===== src/rtl/exibidor_sequencia_if.sv =====
// Signal bundle between the game datapath and the colour sequencer.
// Optional erro flag exists only when VALIDA_ONEHOT_EN is defined.
interface exibidor_sequencia_if #(
    parameter int ADDR_W = 4
);
    logic              iniciar;
    logic [ADDR_W-1:0] limite;
    logic [3:0]        dados_rom;
    logic [ADDR_W-1:0] endereco;
    logic [3:0]        dados;
    logic              en;
    logic              ocupado;
    logic              pronto;
`ifdef VALIDA_ONEHOT_EN
    logic              erro;

    modport master (
        output iniciar, limite, dados_rom,
        input  endereco, dados, en, ocupado, pronto, erro
    );
    modport slave (
        input  iniciar, limite, dados_rom,
        output endereco, dados, en, ocupado, pronto, erro
    );
`else
    modport master (
        output iniciar, limite, dados_rom,
        input  endereco, dados, en, ocupado, pronto
    );
    modport slave (
        input  iniciar, limite, dados_rom,
        output endereco, dados, en, ocupado, pronto
    );
`endif
endinterface


===== src/rtl/exibidor_sequencia.sv =====
// Plays a ROM sequence of one-hot colours onto the LED decoder: on-time, dark gap, repeat.
// Define VALIDA_ONEHOT_EN to abort with a sticky erro flag on a non-one-hot ROM word.
module exibidor_sequencia #(
    parameter int T_ACESO   = 50_000_000,
    parameter int T_APAGADO = 25_000_000,
    parameter int ADDR_W    = 4
) (
    input logic                 clock,
    input logic                 reset,
    exibidor_sequencia_if.slave bus
);
    localparam int T_MAX = (T_ACESO > T_APAGADO) ? T_ACESO : T_APAGADO;
    localparam int TW    = $clog2(T_MAX + 1);
    localparam logic [TW-1:0] FIM_ACESO   = TW'(T_ACESO - 1);
    localparam logic [TW-1:0] FIM_APAGADO = TW'(T_APAGADO - 1);

    typedef enum logic [2:0] {OCIOSO, CARREGA, ACESO, APAGADO, FIM} estado_t;

    estado_t           estado_reg, estado_next;
    logic [TW-1:0]     timer_reg, timer_next;
    logic [ADDR_W-1:0] endereco_reg, endereco_next;
    logic [ADDR_W-1:0] limite_reg, limite_next;
    logic [3:0]        dados_reg, dados_next;
    logic              en_reg, en_next;
    logic              ocupado_reg, ocupado_next;
    logic              pronto_reg, pronto_next;
`ifdef VALIDA_ONEHOT_EN
    logic              erro_reg, erro_next;
    logic              rom_onehot;

    assign rom_onehot = (bus.dados_rom != 4'b0000) &&
                        ((bus.dados_rom & (bus.dados_rom - 4'd1)) == 4'b0000);
`endif

    always_ff @(posedge clock or negedge reset) begin
        if (!reset) begin
            estado_reg   <= OCIOSO;
            timer_reg    <= '0;
            endereco_reg <= '0;
            limite_reg   <= '0;
            dados_reg    <= 4'b0000;
            en_reg       <= 1'b0;
            ocupado_reg  <= 1'b0;
            pronto_reg   <= 1'b0;
`ifdef VALIDA_ONEHOT_EN
            erro_reg     <= 1'b0;
`endif
        end else begin
            estado_reg   <= estado_next;
            timer_reg    <= timer_next;
            endereco_reg <= endereco_next;
            limite_reg   <= limite_next;
            dados_reg    <= dados_next;
            en_reg       <= en_next;
            ocupado_reg  <= ocupado_next;
            pronto_reg   <= pronto_next;
`ifdef VALIDA_ONEHOT_EN
            erro_reg     <= erro_next;
`endif
        end
    end

    // Outputs are computed one state ahead so each one comes straight from a flop.
    always_comb begin
        estado_next   = estado_reg;
        timer_next    = timer_reg;
        endereco_next = endereco_reg;
        limite_next   = limite_reg;
        dados_next    = dados_reg;
        en_next       = en_reg;
        ocupado_next  = ocupado_reg;
        pronto_next   = 1'b0;
`ifdef VALIDA_ONEHOT_EN
        erro_next     = erro_reg;
`endif
        case (estado_reg)
            OCIOSO: begin
                if (bus.iniciar) begin
                    limite_next   = bus.limite;
                    endereco_next = '0;
                    ocupado_next  = 1'b1;
`ifdef VALIDA_ONEHOT_EN
                    erro_next     = 1'b0;
`endif
                    estado_next   = CARREGA;
                end
            end
            CARREGA: begin
                timer_next = '0;
`ifdef VALIDA_ONEHOT_EN
                if (!rom_onehot) begin
                    dados_next  = 4'b0000;
                    en_next     = 1'b0;
                    erro_next   = 1'b1;
                    pronto_next = 1'b1;
                    estado_next = FIM;
                end else begin
                    dados_next  = bus.dados_rom;
                    en_next     = 1'b1;
                    estado_next = ACESO;
                end
`else
                dados_next  = bus.dados_rom;
                en_next     = 1'b1;
                estado_next = ACESO;
`endif
            end
            ACESO: begin
                if (timer_reg == FIM_ACESO) begin
                    en_next     = 1'b0;
                    dados_next  = 4'b0000;
                    timer_next  = '0;
                    estado_next = APAGADO;
                end else begin
                    timer_next = timer_reg + TW'(1);
                end
            end
            APAGADO: begin
                if (timer_reg == FIM_APAGADO) begin
                    timer_next = '0;
                    // Compare before incrementing so the last address never wraps.
                    if (endereco_reg == limite_reg) begin
                        pronto_next = 1'b1;
                        estado_next = FIM;
                    end else begin
                        endereco_next = endereco_reg + ADDR_W'(1);
                        estado_next   = CARREGA;
                    end
                end else begin
                    timer_next = timer_reg + TW'(1);
                end
            end
            FIM: begin
                ocupado_next = 1'b0;
                estado_next  = OCIOSO;
            end
            default: begin
                estado_next = OCIOSO;
            end
        endcase
    end

    assign bus.endereco = endereco_reg;
    assign bus.dados    = dados_reg;
    assign bus.en       = en_reg;
    assign bus.ocupado  = ocupado_reg;
    assign bus.pronto   = pronto_reg;
`ifdef VALIDA_ONEHOT_EN
    assign bus.erro     = erro_reg;
`endif
endmodule


===== src/flat_wrapper.sv =====
// flat-port wrapper written by rule: the top's interface ports become plain ports
module exibidor_sequencia_flat 
#(
    parameter int T_ACESO   = 50_000_000,
    parameter int T_APAGADO = 25_000_000,
    parameter int ADDR_W    = 4
)
  (clock, reset, bus_iniciar, bus_limite, bus_dados_rom, bus_endereco, bus_dados, bus_en, bus_ocupado, bus_pronto);
  exibidor_sequencia_if #(.ADDR_W(ADDR_W)) bus_i ();
  input logic clock;
  input logic reset;
  input wire logic [$bits(bus_i.iniciar)-1:0] bus_iniciar;
  input wire logic [$bits(bus_i.limite)-1:0] bus_limite;
  input wire logic [$bits(bus_i.dados_rom)-1:0] bus_dados_rom;
  output wire logic [$bits(bus_i.endereco)-1:0] bus_endereco;
  output wire logic [$bits(bus_i.dados)-1:0] bus_dados;
  output wire logic [$bits(bus_i.en)-1:0] bus_en;
  output wire logic [$bits(bus_i.ocupado)-1:0] bus_ocupado;
  output wire logic [$bits(bus_i.pronto)-1:0] bus_pronto;
  assign bus_i.iniciar = bus_iniciar;
  assign bus_i.limite = bus_limite;
  assign bus_i.dados_rom = bus_dados_rom;
  assign bus_endereco = bus_i.endereco;
  assign bus_dados = bus_i.dados;
  assign bus_en = bus_i.en;
  assign bus_ocupado = bus_i.ocupado;
  assign bus_pronto = bus_i.pronto;
  exibidor_sequencia #(.T_ACESO(T_ACESO), .T_APAGADO(T_APAGADO), .ADDR_W(ADDR_W)) u_core (.clock(clock), .reset(reset), .bus(bus_i));
endmodule

===== config.mk =====
export PLATFORM = sky130hd
export DESIGN_NAME = exibidor_sequencia_flat
export DESIGN_NICKNAME = d
export VERILOG_FILES = /design/src/rtl/exibidor_sequencia_if.sv /design/src/rtl/exibidor_sequencia.sv /design/src/flat_wrapper.sv
export SDC_FILE = /design/constraint.sdc
export NUM_CORES = 1
export LEC_CHECK = 0
export ABC_AREA = 1
export CAP_MARGIN = 20
export CORE_UTILIZATION = 40
export CTS_BUF_LIST = sky130_fd_sc_hd__clkbuf_4 sky130_fd_sc_hd__clkbuf_8
export DETAILED_ROUTE_END_ITERATION = 10
export PLACE_DENSITY_LB_ADDON = 0.2
export SKIP_LAST_GASP = 1
export SYNTH_ARGS = -nofsm -noshare
export SYNTH_HDL_FRONTEND = slang
export SYNTH_SLANG_ARGS = --single-unit

===== constraint.sdc =====
create_clock -name clock -period 3.6 [get_ports clock]
set_input_delay 1.08 -clock clock [delete_from_list [all_inputs] [get_ports clock]]
set_output_delay 1.08 -clock clock [all_outputs]
set_load 0.02 [all_outputs]

==> results by group, run 1 <==
Layout
  • # nets final: 449
  • Fillcell total: 689
  • Reg area: 0.00110 mm^2
  • Share of post-route cells with drive strength above 1: 5.05%
  • Area of the multi-input gates: 0.00140 mm^2
  • Number of diodes: 0
  • Most common cell after layout, fill and taps aside: nand2_1
  • Finished Core Util: 48.4%
  • Area grow syn2layout: 13.8%
  • Number of flip-flops in the largest register: 26
  • Commonest non-fill, non-tap cells in the layout: nand2_1, inv_1, nor2_1

Clocking
  • Worst-Skew Late Latency: 310 ps
  • CTS Buf Count: 5
  • CTS tree: done
  • CTS resizes: 0
  • Root Driver: clkbuf_8
  • H-tree depth: 2
  • Postcts setup bufs: 0
  • Clk sink count: 44
  • Clk slew on worst S/H paths: 90 ps
  • Clock tree buffer depth: 2
  • CTS Hold Buffers Added: 0

Detailed routing
  • Post-DRT Antenna Nets: 0
  • Initial drt markers: 167
  • Wire per inst: 12.6 um
  • Routed vias/inst: 4.91
  • Post-Route WL: 6450 um
  • DR DRC count: 0
  • DRT Pass-1 Iters: 4
  • DR vias: 2521

Floorplanning
  • Core area: 0.00649 mm^2
  • IO Count: 22
  • Die area: 0.00725 mm^2
  • Chip width: 85.1 um
  • Initial core utilization: 42.6%
  • Chip height: 85.1 um
  • Row cnt: 29

Worst setup path
  • Reg2Reg Depth: 10
  • Worst setup endpoint: bus_endereco[2]
  • Slowest cell delay on critical path: 650 ps
  • Setup crit end kind: output pin
  • Worst setup path category: register to output pin
  • Critical path cell sequence: clkdlybuf4s50_1
  • Worst-path fanout max: 6
  • Buffers & Inverters on Critical Path: 1
  • Top delay family on crit path: buffers and inverters
  • CP required: 2520 ps
  • Critical path's slowest cell: clkdlybuf4s50_1
  • Worst setup SP type: register
  • Critical path startpoint: u_core.bus.endereco[2]
  • RR Startpoint: u_core.timer_reg[0]
  • WP data arrival: 1430 ps
  • RR Endpoint: u_core.timer_reg[15]
  • Reg2Reg Setup Slack: 1370 ps
  • WP depth: 1

Synthesis
  • Mux cell area share after synthesis: 0%
  • Post-synth EDFFs: 0
  • Cell accounting for the most synthesized area: dfrtp_1
  • Asr flop ratio synth: 100%
  • Simple-Gate Fraction of Synth Area: 39.7%
  • YS warnings: 0
  • Largest cells by area after synthesis: dfrtp_1, nand2_1, inv_1
  • Adder-cell share of the synthesized area: 1.36%
  • Syn Nets: 427
  • Post-synthesis xor/xnor area fraction: 5.07%
  • Synth top area share: 39.8%
  • Synth cell types: 27
  • Mapped Cells: 413
  • Seq/Total Area, Yosys: 39.8%
  • Post-synth top flop: dfrtp_1
  • Avg Synthesized Cell Area: 6.69 um^2
  • Main combinational cell family by area after synthesis: simple AND/OR/NAND/NOR gates
  • Compound-cell area share of the yosys netlist: 4.57%
  • Post-Syn Area: 0.00276 mm^2
  • Yosys reg bits: 44

Global route
  • Vias in the first global route: 2421
  • Initial antenna violation count: 0
  • Grt total ovfl: 0
  • First-pass GRT wire length: 11200 um
  • GRT Overall Usage: 19.7%
  • Largest net degree at the start of global routing: 45

Pwr
  • P_int: 0.000668 W
  • Reg power frac: 57.0%
  • Sw Ratio: 23.4%
  • Worst vdd ir: 0.148 mV
  • Clock power share: 39.2%
  • PD cells: 277 mW/mm^2
  • Comb power frac: 3.7%
  • Pleak: 1.54 nW
  • Psw: 0.000204 W

Placement
  • GP Congestion: 0.938
  • Number of port buffers: 21
  • Hpwl dp: 4760 um

Worst hold path
  • Hold/Removal Path Class: register to register

Timing
  • Worst slew margin: 58.9%
  • Fmax: 0.399 GHz
  • Unrepaired setup endpoints after global routing: false
  • Final Skew: 2.08 ps
  • Final period util: 69.6%
  • Slew @ Worst Pin: 616 ps
  • Min Tclk post-route: 2510 ps
  • Setup Viol. Count Final: 0
  • Slew Viols, Final: 0
  • Count of final hold-check violations: 0
  • Hold slack: 514 ps
  • Setup Total Neg Slack: 0 ps

Job
  • Max-cap violations: 0

Run status
  • Status: finished, final reports clean
## kinds of logic after synthesis
group / after synthesis
buffers and inverters: 64
adders and majority gates: 3
xor gates and xnor gates: 16
and+or+nand+nor: 262
DFF: 44
AOI/OAI and AO/OA: 24
## Yosys cell counts (5+ instances only)
| master | number |
|---|---|
| nand3_1 | 27 |
| a21oi_1 | 5 |
| nor2_1 | 56 |
| nor3_1 | 5 |
| xor2_1 | 15 |
| o21ai_1 | 12 |
| nand2_1 | 151 |
| dfrtp_1 | 44 |
| o21ai_0 | 5 |
| inv_1 | 56 |
| nand4_1 | 10 |
## cell type report
class / count / area share (%)
clock buffers: 6 / 2.63
inverters: 57 / 6.80
well taps: 77 / 3.06
clock inverters: 2 / 0.478
multi-input cells: 305 / 44.6
repair buffers: 22 / 7.40
flip-flops and latches: 44 / 35.0
## metal layers
layer | vias up | GRT usage [%] | share of wire (%)
met5 | - | 0 | 0
met4 | 0 | 7.09 | 1.8
met3 | 11 | 3.50 | 4.9
met2 | 59 | 31.5 | 45
met1 | 1139 | 26.8 | 48
li1 | 1312 | - | -
## how the worst min path moves through the flow
stage,from,slack (ps),cells after the start,endpoint
final,u_core.bus.dados[1],510,2,u_core.bus.dados[1]
after global routing,u_core.bus.dados[1],540,2,u_core.bus.dados[1]
after CTS,u_core.bus.dados[1],520,2,u_core.bus.dados[1]
after detailed placement,u_core.bus.dados[3],490,2,u_core.bus.dados[3]
after global placement,u_core.bus.en,460,2,u_core.bus.en
after floorplan,u_core.timer_reg[19],490,2,u_core.timer_reg[19]
## power by group through the flow
stage                     sequential [W]  clock [W]  combinational [W]
after floorplan                 0.000510          0         0.00000180
after global placement          0.000507          0          0.0000303
after detailed placement        0.000507          0          0.0000304
after CTS                       0.000497   0.000354          0.0000304
after global routing            0.000498   0.000375          0.0000366
final                           0.000497   0.000342          0.0000327
## metrics by stage
stage | instance area, um^2 | worst slack [ps] | cells | total power, W
final | 3140 | 1090 | 513 | 0.000872
after global routing | 3140 | 1020 | 513 | 0.000910
after CTS | 3120 | 1070 | 512 | 0.000882
after detailed placement | 3020 | 1320 | 504 | 0.000537
after global placement | 3020 | 1350 | 504 | 0.000538
after floorplan | 2760 | 1880 | 413 | 0.000512
Power figures use the tool's default switching activity.
==> run 2, diff against run 1 <==
clock period = 2.4 ns   (was 3.6 ns; I/O delays follow)
==> run 2 against run 1 <==
Compared with the run above:
- cell count rose by 0.58%
- die area did not move
- flip-flop and latch count did not move
- clock skew rose by 7.5 ps
- utilization rose by 0.44 points
==> results by group, run 2 (synthesized netlist as in run 1, its figures left out) <==
Detailed routing
  • DR DRC count: 0
  • Post-Route WL: 6530 um
  • DRT Pass-1 Iters: 4
  • Routed vias/inst: 4.98
  • Initial drt markers: 138
  • DR vias: 2569
  • Wire per inst: 12.7 um
  • Post-DRT Antenna Nets: 0

Global route
  • Largest net degree at the start of global routing: 25
  • GRT Overall Usage: 19.6%
  • Vias in the first global route: 2413
  • Grt total ovfl: 0
  • First-pass GRT wire length: 11300 um
  • Initial antenna violation count: 0

Placement
  • GP Congestion: 0.937
  • Hpwl dp: 4930 um
  • Place WS: 439 ps
  • # placed instances: 508
  • Number of port buffers: 21

Timing
  • Unrepaired setup endpoints after global routing: false
  • Setup Viol. Count Final: 0
  • Setup Total Neg Slack: 0 ps
  • Final worst slack: 252 ps
  • Count of final hold-check violations: 0
  • Slew @ Worst Pin: 590 ps
  • Final Skew: 9.55 ps
  • Min Tclk post-route: 2150 ps
  • Worst slew margin: 60.6%
  • Slew Viols, Final: 0
  • Fmax: 0.465 GHz
  • Final period util: 89.5%

Clocking
  • CTS Buf Count: 5
  • Clk sink count: 44
  • Worst-Skew Late Latency: 300 ps
  • CTS Hold Buffers Added: 0
  • Clock tree buffer depth: 2
  • Root Driver: clkbuf_8
  • Clk slew on worst S/H paths: 90 ps
  • Postcts setup bufs: 0
  • CTS resizes: 0
  • H-tree depth: 2
  • CTS tree: done

Worst setup path
  • Setup crit end kind: output pin
  • Worst setup SP type: register
  • Buffers & Inverters on Critical Path: 1
  • Slowest cell delay on critical path: 650 ps
  • Critical path cell sequence: clkdlybuf4s50_1
  • Worst-path fanout max: 6
  • Worst setup path category: register to output pin
  • WP data arrival: 1430 ps
  • Critical path's slowest cell: clkdlybuf4s50_1
  • Top delay family on crit path: buffers and inverters
  • CP required: 1680 ps

Layout
  • Area grow syn2layout: 14.8%
  • Number of diodes: 0
  • Share of post-route cells with drive strength above 1: 5.69%
  • Finished Layout Cells: 516
  • Commonest non-fill, non-tap cells in the layout: nand2_1, inv_1, nor2_1
  • # nets final: 452
  • Number of flip-flops in the largest register: 26
  • Most common cell after layout, fill and taps aside: nand2_1

Floorplanning
  • IO Count: 22
  • Chip height: 85.1 um
  • Die area: 0.00725 mm^2
  • Chip width: 85.1 um
  • Row cnt: 29
  • Core area: 0.00649 mm^2
  • Initial core utilization: 42.6%

Pwr
  • PD cells: 434 mW/mm^2
  • Pleak: 1.56 nW
  • Worst vdd ir: 0.259 mV

Job
  • Max-cap violations: 0

Run status
  • Status: finished, final reports clean

Worst hold path
  • Hold/Removal Path Class: primary input to asynchronous set/reset pin
run 2: cell types whose count changed in the layout (fill, tap and decap cells not counted), sizes merged:
cell	previous run	this run
clkinvlp	2	1
clkinv	0	1
bufinv	0	1
clkbuf	6	5
buf	2	5
run 2: final timing paths:
kind                       cells past startpoint                    to  slack, ps              startpoint
max                                            1       bus_endereco[2]        250  u_core.bus.endereco[2]
min                                            1  u_core.timer_reg[21]        390                   reset
max reg2reg                                    8  u_core.timer_reg[15]        480     u_core.timer_reg[1]
min reg2reg                                    2         u_core.bus.en        510           u_core.bus.en
max in group asynchronous                      2   u_core.timer_reg[9]       1500                   reset
min in group clock                             2         u_core.bus.en        510           u_core.bus.en
run 2: power by group:
part,switching [W],internal (W)
clock,0.000275,0.000308
combinational,0.0000243,0.0000237
sequential,0.00000198,0.000744
total,0.000302,0.00108
run 2: routing by layer:
metal / part of all wire (%) / vias to the layer above / global-route usage, %
li1: - / 1323 / -
met5: 0 / - / 0
met4: 0.70 / 0 / 4.01
met3: 3.3 / 4 / 3.31
met1: 50 / 1200 / 26.9
met2: 46 / 42 / 32.8
run 2: cell type report:
cell class	instances	area (um^2)
Fill cell	676	3320
Multi-Input combinational cell	305	1400
Sequential cell	44	1100
Timing Repair Buffer	25	248
Inverter	57	214
Tap cell	77	96.3
Clock buffer	5	68.8
Clock inverter	3	42.5
run 2: per-stage QoR:
step / hold slack (ps) / power (W) / util [%] / instance area (um^2)
final: 388 / 0.00138 / 48.9 / 3170
after global routing: 434 / 0.00143 / 48.9 / 3170
after global placement: 458 / 0.000810 / 47.1 / 3060
after floorplan: 424 / 0.000768 / - / 2760
after CTS: 407 / 0.00141 / 48.9 / 3170
after detailed placement: 490 / 0.000811 / 47.1 / 3060
